**src/rtl/gpu_ci_issue.sv**
```systemverilog
// rtl/gpu_ci_issue.sv - CPU-side issuer for GPU custom instructions
// Drives the CI command/response handshake and returns the result to core writeback.
module gpu_ci_issue #(
  parameter int unsigned TIMEOUT_CYCLES = 1024,
  parameter logic [63:0] TIMEOUT_CODE   = 64'hDEAD_DEAD_DEAD_0002,
  parameter logic [63:0] STUB_CODE      = 64'hDEAD_DEAD_DEAD_0001
) (
  input  logic        clk,
  input  logic        rst_n,
  input  logic        issue_valid,
  output logic        issue_ready,
  input  logic [7:0]  issue_op,
  input  logic [63:0] issue_rs1,
  input  logic [63:0] issue_rs2,
  input  logic [4:0]  issue_rd,
  output logic        wb_valid,
  input  logic        wb_ready,
  output logic [4:0]  wb_rd,
  output logic [63:0] wb_data,
  output logic        wb_err,
  output logic        busy,
  output logic        ci_valid,
  output logic [7:0]  ci_op,
  output logic [63:0] ci_arg0,
  output logic [63:0] ci_arg1,
  input  logic        ci_ready,
  input  logic        ci_rsp_valid,
  input  logic [63:0] ci_rsp_data,
  output logic        ci_rsp_ready,
  output logic        stale_rsp
);

  localparam int CW = $clog2(TIMEOUT_CYCLES + 1);
  localparam logic [CW-1:0] CNT_LAST = CW'(TIMEOUT_CYCLES - 1);
  localparam logic [CW-1:0] CNT_MAX  = CW'(TIMEOUT_CYCLES);

  typedef enum logic [1:0] {
    S_IDLE = 2'd0,
    S_REQ  = 2'd1,
    S_RSP  = 2'd2,
    S_WB   = 2'd3
  } state_t;

  state_t        state, state_n;
  logic [CW-1:0] cnt;
  logic [7:0]    op_q;
  logic [63:0]   arg0_q, arg1_q;
  logic [4:0]    rd_q;
  logic [63:0]   data_q;
  logic          err_q;
  logic          stale_q;
  logic          timeout;

  // The watchdog spans both REQ and RSP so a stuck responder can never hang the core.
  assign timeout = ((state == S_REQ) || (state == S_RSP)) && (cnt == CNT_LAST);

  always_ff @(posedge clk or negedge rst_n) begin
    if (!rst_n) begin
      state <= S_IDLE;
    end else begin
      state <= state_n;
    end
  end

  always_comb begin
    state_n      = state;
    issue_ready  = 1'b0;
    ci_valid     = 1'b0;
    wb_valid     = 1'b0;
    ci_rsp_ready = 1'b1;
    busy         = 1'b1;
    case (state)
      S_IDLE: begin
        issue_ready = 1'b1;
        busy        = 1'b0;
        if (issue_valid) state_n = S_REQ;
      end
      S_REQ: begin
        ci_valid     = 1'b1;
        ci_rsp_ready = 1'b0;
        if (timeout)       state_n = S_WB;
        else if (ci_ready) state_n = S_RSP;
      end
      S_RSP: begin
        // A response arriving on the timeout cycle still wins.
        if (ci_rsp_valid || timeout) state_n = S_WB;
      end
      S_WB: begin
        wb_valid = 1'b1;
        if (wb_ready) state_n = S_IDLE;
      end
      default: state_n = S_IDLE;
    endcase
  end

  always_ff @(posedge clk or negedge rst_n) begin
    if (!rst_n) begin
      cnt     <= '0;
      op_q    <= '0;
      arg0_q  <= '0;
      arg1_q  <= '0;
      rd_q    <= '0;
      data_q  <= '0;
      err_q   <= 1'b0;
      stale_q <= 1'b0;
    end else begin
      stale_q <= ci_rsp_valid && (state != S_RSP);
      case (state)
        S_IDLE: begin
          if (issue_valid) begin
            op_q   <= issue_op;
            arg0_q <= issue_rs1;
            arg1_q <= issue_rs2;
            rd_q   <= issue_rd;
            cnt    <= '0;
          end
        end
        S_REQ: begin
          if (cnt != CNT_MAX) cnt <= cnt + CW'(1);
          if (timeout) begin
            data_q <= TIMEOUT_CODE;
            err_q  <= 1'b1;
          end
        end
        S_RSP: begin
          if (cnt != CNT_MAX) cnt <= cnt + CW'(1);
          if (ci_rsp_valid) begin
            data_q <= ci_rsp_data;
            err_q  <= (ci_rsp_data == STUB_CODE);
          end else if (timeout) begin
            data_q <= TIMEOUT_CODE;
            err_q  <= 1'b1;
          end
        end
        default: ;
      endcase
    end
  end

  assign ci_op     = op_q;
  assign ci_arg0   = arg0_q;
  assign ci_arg1   = arg1_q;
  assign wb_rd     = rd_q;
  assign wb_data   = data_q;
  assign wb_err    = err_q;
  assign stale_rsp = stale_q;

endmodule

```
**config.mk**
```make
export PLATFORM = sky130hd
export DESIGN_NAME = gpu_ci_issue
export DESIGN_NICKNAME = d
export VERILOG_FILES = /design/src/rtl/gpu_ci_issue.sv
export SDC_FILE = /design/constraint.sdc
export NUM_CORES = 1
export LEC_CHECK = 0
export CAP_MARGIN = 20
export CORE_ASPECT_RATIO = 0.5
export CORE_UTILIZATION = 30
export DETAILED_ROUTE_END_ITERATION = 16
export GPL_TIMING_DRIVEN = 0
export SLEW_MARGIN = 20
export SYNTH_ARGS = -nofsm -noshare
export SYNTH_HDL_FRONTEND = slang
export SYNTH_SLANG_ARGS = --single-unit
```
**constraint.sdc**
```tcl
create_clock -name clk -period 4.85 [get_ports clk]
set_clock_uncertainty 0.1 [all_clocks]
set_input_delay 0.7275 -clock clk [delete_from_list [all_inputs] [get_ports clk]]
set_output_delay 0.7275 -clock clk [all_outputs]
set_load 0.1 [all_outputs]
```
==> run metrics, run 1 <==
area grow syn2layout 63.8%; drt first pass iters 4; Die W 241 um; Clk Latency, worst-skew pair 0.51 ns; CP Launch Type flip-flop; pre-CTS setup slack 1.74 ns; drt wl/cell 20.2 um; Max Clk Rate 0.284 GHz; actual slew at the worst max-slew pin 1.06 ns; worst reg-to-reg setup slack 2.08 ns; Worst-path clk slew 0.06 ns; post-CTS setup buffers 0; CTS tree yes; CTS root buffer clkbuf_16; min-delay worst type in2async; syn nets 791; CTS buffer count 22; vias in the first global route 6922; Final Hold Fails 0; cells along the critical path inv_1, ha_1, clkbuf_1, inv_1, clkdlybuf4s50_1; layout cells sized above 1 19.2%; worst reg-to-reg path cell count 7; slowest CP cell clkdlybuf4s50_1; first-pass GRT wire length 41900 um; commonest non-fill, non-tap cells in the layout clkdlybuf4s50_1, dfrtp_1, mux2_2; reg2reg end ci_arg0[5]; antenna viol nets, final 0; detailed-route DRC error count 0; hpwl dp 22100 um; Distinct cells, synth 47; area of the core 27900 um^2; initial antenna violation count 0; Yosys reg bits 220; clock tree buffer depth 3; Post-Syn Area 8590 um^2; htree depth 1; # Max-Cap Violations 0; CTS hold repair buffers 0; die area 29400 um^2; Final Worst Setup Slack 1.33 ns; syn avg cell area 15.0 um^2; Slew HR 29.1%; Reg area 5510 um^2; Sink Count 220; Setup CP Type reg2out; CP dominant cell by count inv_1; layout net count 1239; fill count 2404; Multi-input gate area 2910 um^2; I/O pin total 423; fin crit share 72.6%; vias per cell 4.64; total grt overflow 0; DR iter-0 viols 344; largest net degree at the start of global routing 86; Rows 43; RSZ-0062 raised after global routing no; CP Launch Point state[0]; end of the critical path busy; CP Max Fanout 9; Initial Util 30.8%; outcome complete, no violations; Setup violations, final 0; Worst Path Arrival 2.69 ns; worst path required time 4.02 ns; Overall Global Routing Usage 18.8%; CP Capture Type primary output; GPL Wtd Cong 0.843; post_cts resized 0; final wirelength 28600 um; Largest stage delay, worst path 1.16 ns; FF-to-FF Start state[0]; die height 122 um; count of warnings emitted by yosys 0; post-synthesis instance total 574; commonest non-fill, non-tap cell in the layout clkdlybuf4s50_1; share of the yosys chip area belonging to registers 64.1%; max-slew violation total from the final report 0; vias 6582; n_diodes 0; I/O Buffers 422; Final Critical Period 3.52 ns
## worst max-delay path: cells and delay by family, from the launching register on
family / cells / cell delay [ns]
flip-flops: 1 / 0.38
adder cells (fa/ha/maj): 1 / 0.24
buffers and inverters: 4 / 1.57
## kinds of logic after synthesis
| kind of cell | Yosys count | synth area share, % |
|---|---|---|
| buffers and inverters | 39 | 2.10 |
| adders and majority gates | 6 | 0.873 |
| muxes | 143 | 18.7 |
| DFF | 220 | 64.1 |
| and+or+nand+nor | 74 | 5.39 |
| AOI/OAI and AO/OA | 92 | 8.88 |
## registers in the layout (all words and copies together) (netlist names)
register   count
state          2
ci_op          8
cnt           11
wb_err         1
wb_data       64
stale_rsp      1
ci_arg0       64
wb_rd          5
ci_arg1       64
## area by class of cell
| type | instances | share of cell area [%] |
|---|---|---|
| sequential | 220 | 39.1 |
| timing repair buffer | 424 | 30.4 |
| multi-input combinational | 315 | 20.7 |
| clock buffer | 33 | 4.85 |
| tap | 382 | 3.39 |
| buffer | 31 | 1.07 |
| clock inverter | 6 | 0.293 |
| inverter | 8 | 0.213 |
## routing by layer
metal | GRT usage (%) | up-vias | routed length (um)
met5 | 0 | - | 0
met4 | 3.76 | 0 | 484
met3 | 2.38 | 35 | 719
met2 | 34.8 | 112 | 15500
met1 | 23.6 | 3406 | 11900
li1 | - | 3029 | -
## synth_stat cells, drive strengths merged
cell	n	area, um^2
a32o	2	20.0
nand4b	2	17.5
nor4bb	3	30.0
or4	3	26.3
o311ai	1	8.76
nor3	4	20.0
dfrtp	220	5510
nor4b	1	8.76
and3	2	12.5
inv	8	30.0
and3b	1	8.76
nor2	8	30.0
a22o	30	264
a31o	3	26.3
nand4bb	1	11.3
a31oi	3	18.8
o21ai	8	40.0
and4b	2	20.0
or2	1	6.26
o211ai	2	15.0
a21boi	2	15.0
nand2	9	36.3
nand2b	3	18.8
and4	1	8.76
a22oi	1	7.51
nor2b	4	25.0
or4b	1	10.0
o31a	2	17.5
or4bb	1	11.3
mux2i	2	20.0
mux2	141	1590
clkbuf	12	45.0
nor4	8	50.1
ha	6	75.1
nand3b	1	7.51
o21a	2	15.0
o22a	35	307
nand3	7	35.0
buf	19	105
a211o	1	8.76
nand4	11	68.8
## stage by stage
step	instance area [um^2]	hold WS (ns)	setup TNS (ns)	util, %	instances
floorplan	8590	0.332	0	-	574
global placement	13300	0.371	-1431.05	47.6	1378
detailed placement	13400	0.376	0	47.8	1380
CTS	14100	0.0678	0	50.4	1419
global route	14100	0.0806	0	50.4	1419
finish	14100	0.0643	0	50.4	1419
## worst min path at each step
stage / startpoint / end / slack (ns) / cells after the start
2_1_floorplan: rst_n / ci_arg0[0] / 0.33 / 0
3_3_place_gp: wb_data[21] / wb_data[21] / 0.37 / 1
3_5_place_dp: wb_data[30] / wb_data[30] / 0.38 / 1
4_1_cts: rst_n / wb_data[57] / 0.07 / 1
5_1_grt: rst_n / wb_data[57] / 0.08 / 1
6_report: rst_n / wb_data[59] / 0.06 / 1
Power of run 1 is left out: the tool's default activity adds up to more than one toggle a clock period on the data nets, which glitch-free logic cannot reach.
==> run 2: changes to the inputs <==
==> constraint.sdc (replaced) <==
create_clock -name clk -period 3.3 [get_ports clk]
set_clock_uncertainty 0.1 [all_clocks]
set_input_delay 0.495 -clock clk [delete_from_list [all_inputs] [get_ports clk]]
set_output_delay 0.495 -clock clk [all_outputs]
set_load 0.1 [all_outputs]
==> run 2 against run 1 <==
Against the previous run: critical path depth is 2 lower; sequential share of layout area is essentially flat; global-route usage barely moved.
==> run metrics, run 2 (synthesized netlist as in run 1, its figures left out) <==
outcome complete, no violations; CTS tree yes; Worst-path clk slew 0.06 ns (about the same); CP Launch Point state[1]; clock tree buffer depth 3 (unchanged); fin crit share 93.2%; area grow syn2layout 63.9% (about the same); antenna viol nets, final 0 (unchanged); largest net degree at the start of global routing 86 (unchanged); vias 6623 (+0.62%); die area 29400 um^2 (unchanged); Slew HR 29.1% (+0.035 points); min-delay worst type reg2reg; cells along the critical path inv_1, ha_1, clkdlybuf4s50_1; detailed-route DRC error count 0 (unchanged); drt first pass iters 4 (unchanged); drt wl/cell 20.2 um (about the same); RSZ-0062 raised after global routing no; final wirelength 28600 um (about the same); initial antenna violation count 0 (unchanged); vias in the first global route 6923 (+0.014%); Initial Util 30.8% (unchanged); # Max-Cap Violations 0 (unchanged); Final Critical Period 3.08 ns; Die W 241 um (unchanged); max-slew violation total from the final report 0 (unchanged); CP Capture Type primary output; pre-CTS setup slack 0.419 ns (-1.32 ns); commonest non-fill, non-tap cells in the layout clkdlybuf4s50_1, dfrtp_1, mux2_2; GPL Wtd Cong 0.843 (unchanged); area of the core 27900 um^2 (unchanged); Max Clk Rate 0.325 GHz; post-CTS setup buffers 0 (unchanged); n_diodes 0 (unchanged); Worst Path Arrival 2.48 ns (-0.21 ns); actual slew at the worst max-slew pin 1.06 ns (-0.000529 ns); Rows 43 (unchanged); CTS buffer count 22 (unchanged); Overall Global Routing Usage 18.8% (about the same); I/O Buffers 422 (unchanged); I/O pin total 423 (unchanged); Sink Count 220 (unchanged); Final Hold Fails 0 (unchanged); die height 122 um (unchanged); total grt overflow 0 (unchanged); CTS root buffer clkbuf_16; Final Worst Setup Slack 0.225 ns (-1.10 ns); hpwl dp 22100 um (unchanged); commonest non-fill, non-tap cell in the layout clkdlybuf4s50_1; worst path required time 2.70 ns (-1.32 ns); FF-to-FF Start state[0]; HP Start wb_data[21]; crit path buf inv count 2 (-2); Reg area 5510 um^2 (unchanged); vias per cell 4.66 (+0.55%); slowest CP cell clkdlybuf4s50_1; Clk Latency, worst-skew pair 0.51 ns (about the same); layout cells sized above 1 19.2% (about the same); Multi-input gate area 2910 um^2 (unchanged); DR iter-0 viols 314 (-8.7%); CP Launch Type flip-flop; fill count 2402 (-0.083%); Largest stage delay, worst path 1.17 ns (about the same); Setup CP Type reg2out; Setup violations, final 0 (unchanged); layout net count 1240 (+0.081%); htree depth 1 (unchanged); first-pass GRT wire length 41900 um (about the same); delay-heaviest family, CP buffers and inverters; CP Max Fanout 4 (-5)
run 2: changes by cell type in the layout (fill, tap and decap cells not counted), sizes merged:
cell	change
dlygate4sd2	+1
clkdlybuf4s50	-1
dlygate4sd3	+1
run 2: area by class of cell:
class                   instances  area share (%)
multi-input cells             315            20.6
inverters                       8           0.213
clock inverters                 6           0.293
flip-flops and latches        220            39.1
repair buffers                425            30.5
well taps                     382            3.39
plain buffers                  31            1.07
clock buffers                  33            4.85
run 2: path summary, 6_finish.rpt:
path                               endpoint  slack, ns  cells after the start
worst max register to register   ci_arg0[5]       0.53                      7
max in group asynchronous       ci_arg1[20]       1.50                      4
worst min-delay path            wb_data[21]       0.39                      1
min in group asynchronous       wb_data[59]       0.43                      2
worst max-delay path               ci_valid       0.22                      3
worst min register to register  wb_data[21]       0.39                      1
run 2: repair_timing:
action                                 CTS  global route
hold buffers                             1             0
gates resized for setup                  1             0
setup endpoints to repair                1             0
endpoints found under the hold margin   65             0
run 2: through the flow:
step / instance area [um^2] / util [%] / instances / hold slack, ns / setup TNS, ns
final: 14100 / 50.5 / 1420 / 0.390 / 0
after global routing: 14100 / 50.5 / 1420 / 0.411 / 0
after CTS: 14100 / 50.5 / 1420 / 0.392 / 0
after detailed placement: 13400 / 47.8 / 1380 / 0.376 / 0
after global placement: 13300 / 47.6 / 1378 / 0.371 / -1720.90
after floorplan: 8590 / - / 574 / 0.0994 / 0
run 2: metal layers:
metal	track usage, %	vias up	wire length (um)
met4	3.76	0	489
met1	23.6	3431	11900
li1	-	3030	-
met5	0	-	0
met2	34.8	125	15500
met3	2.38	37	739
Power of run 2 is left out for the same reason.
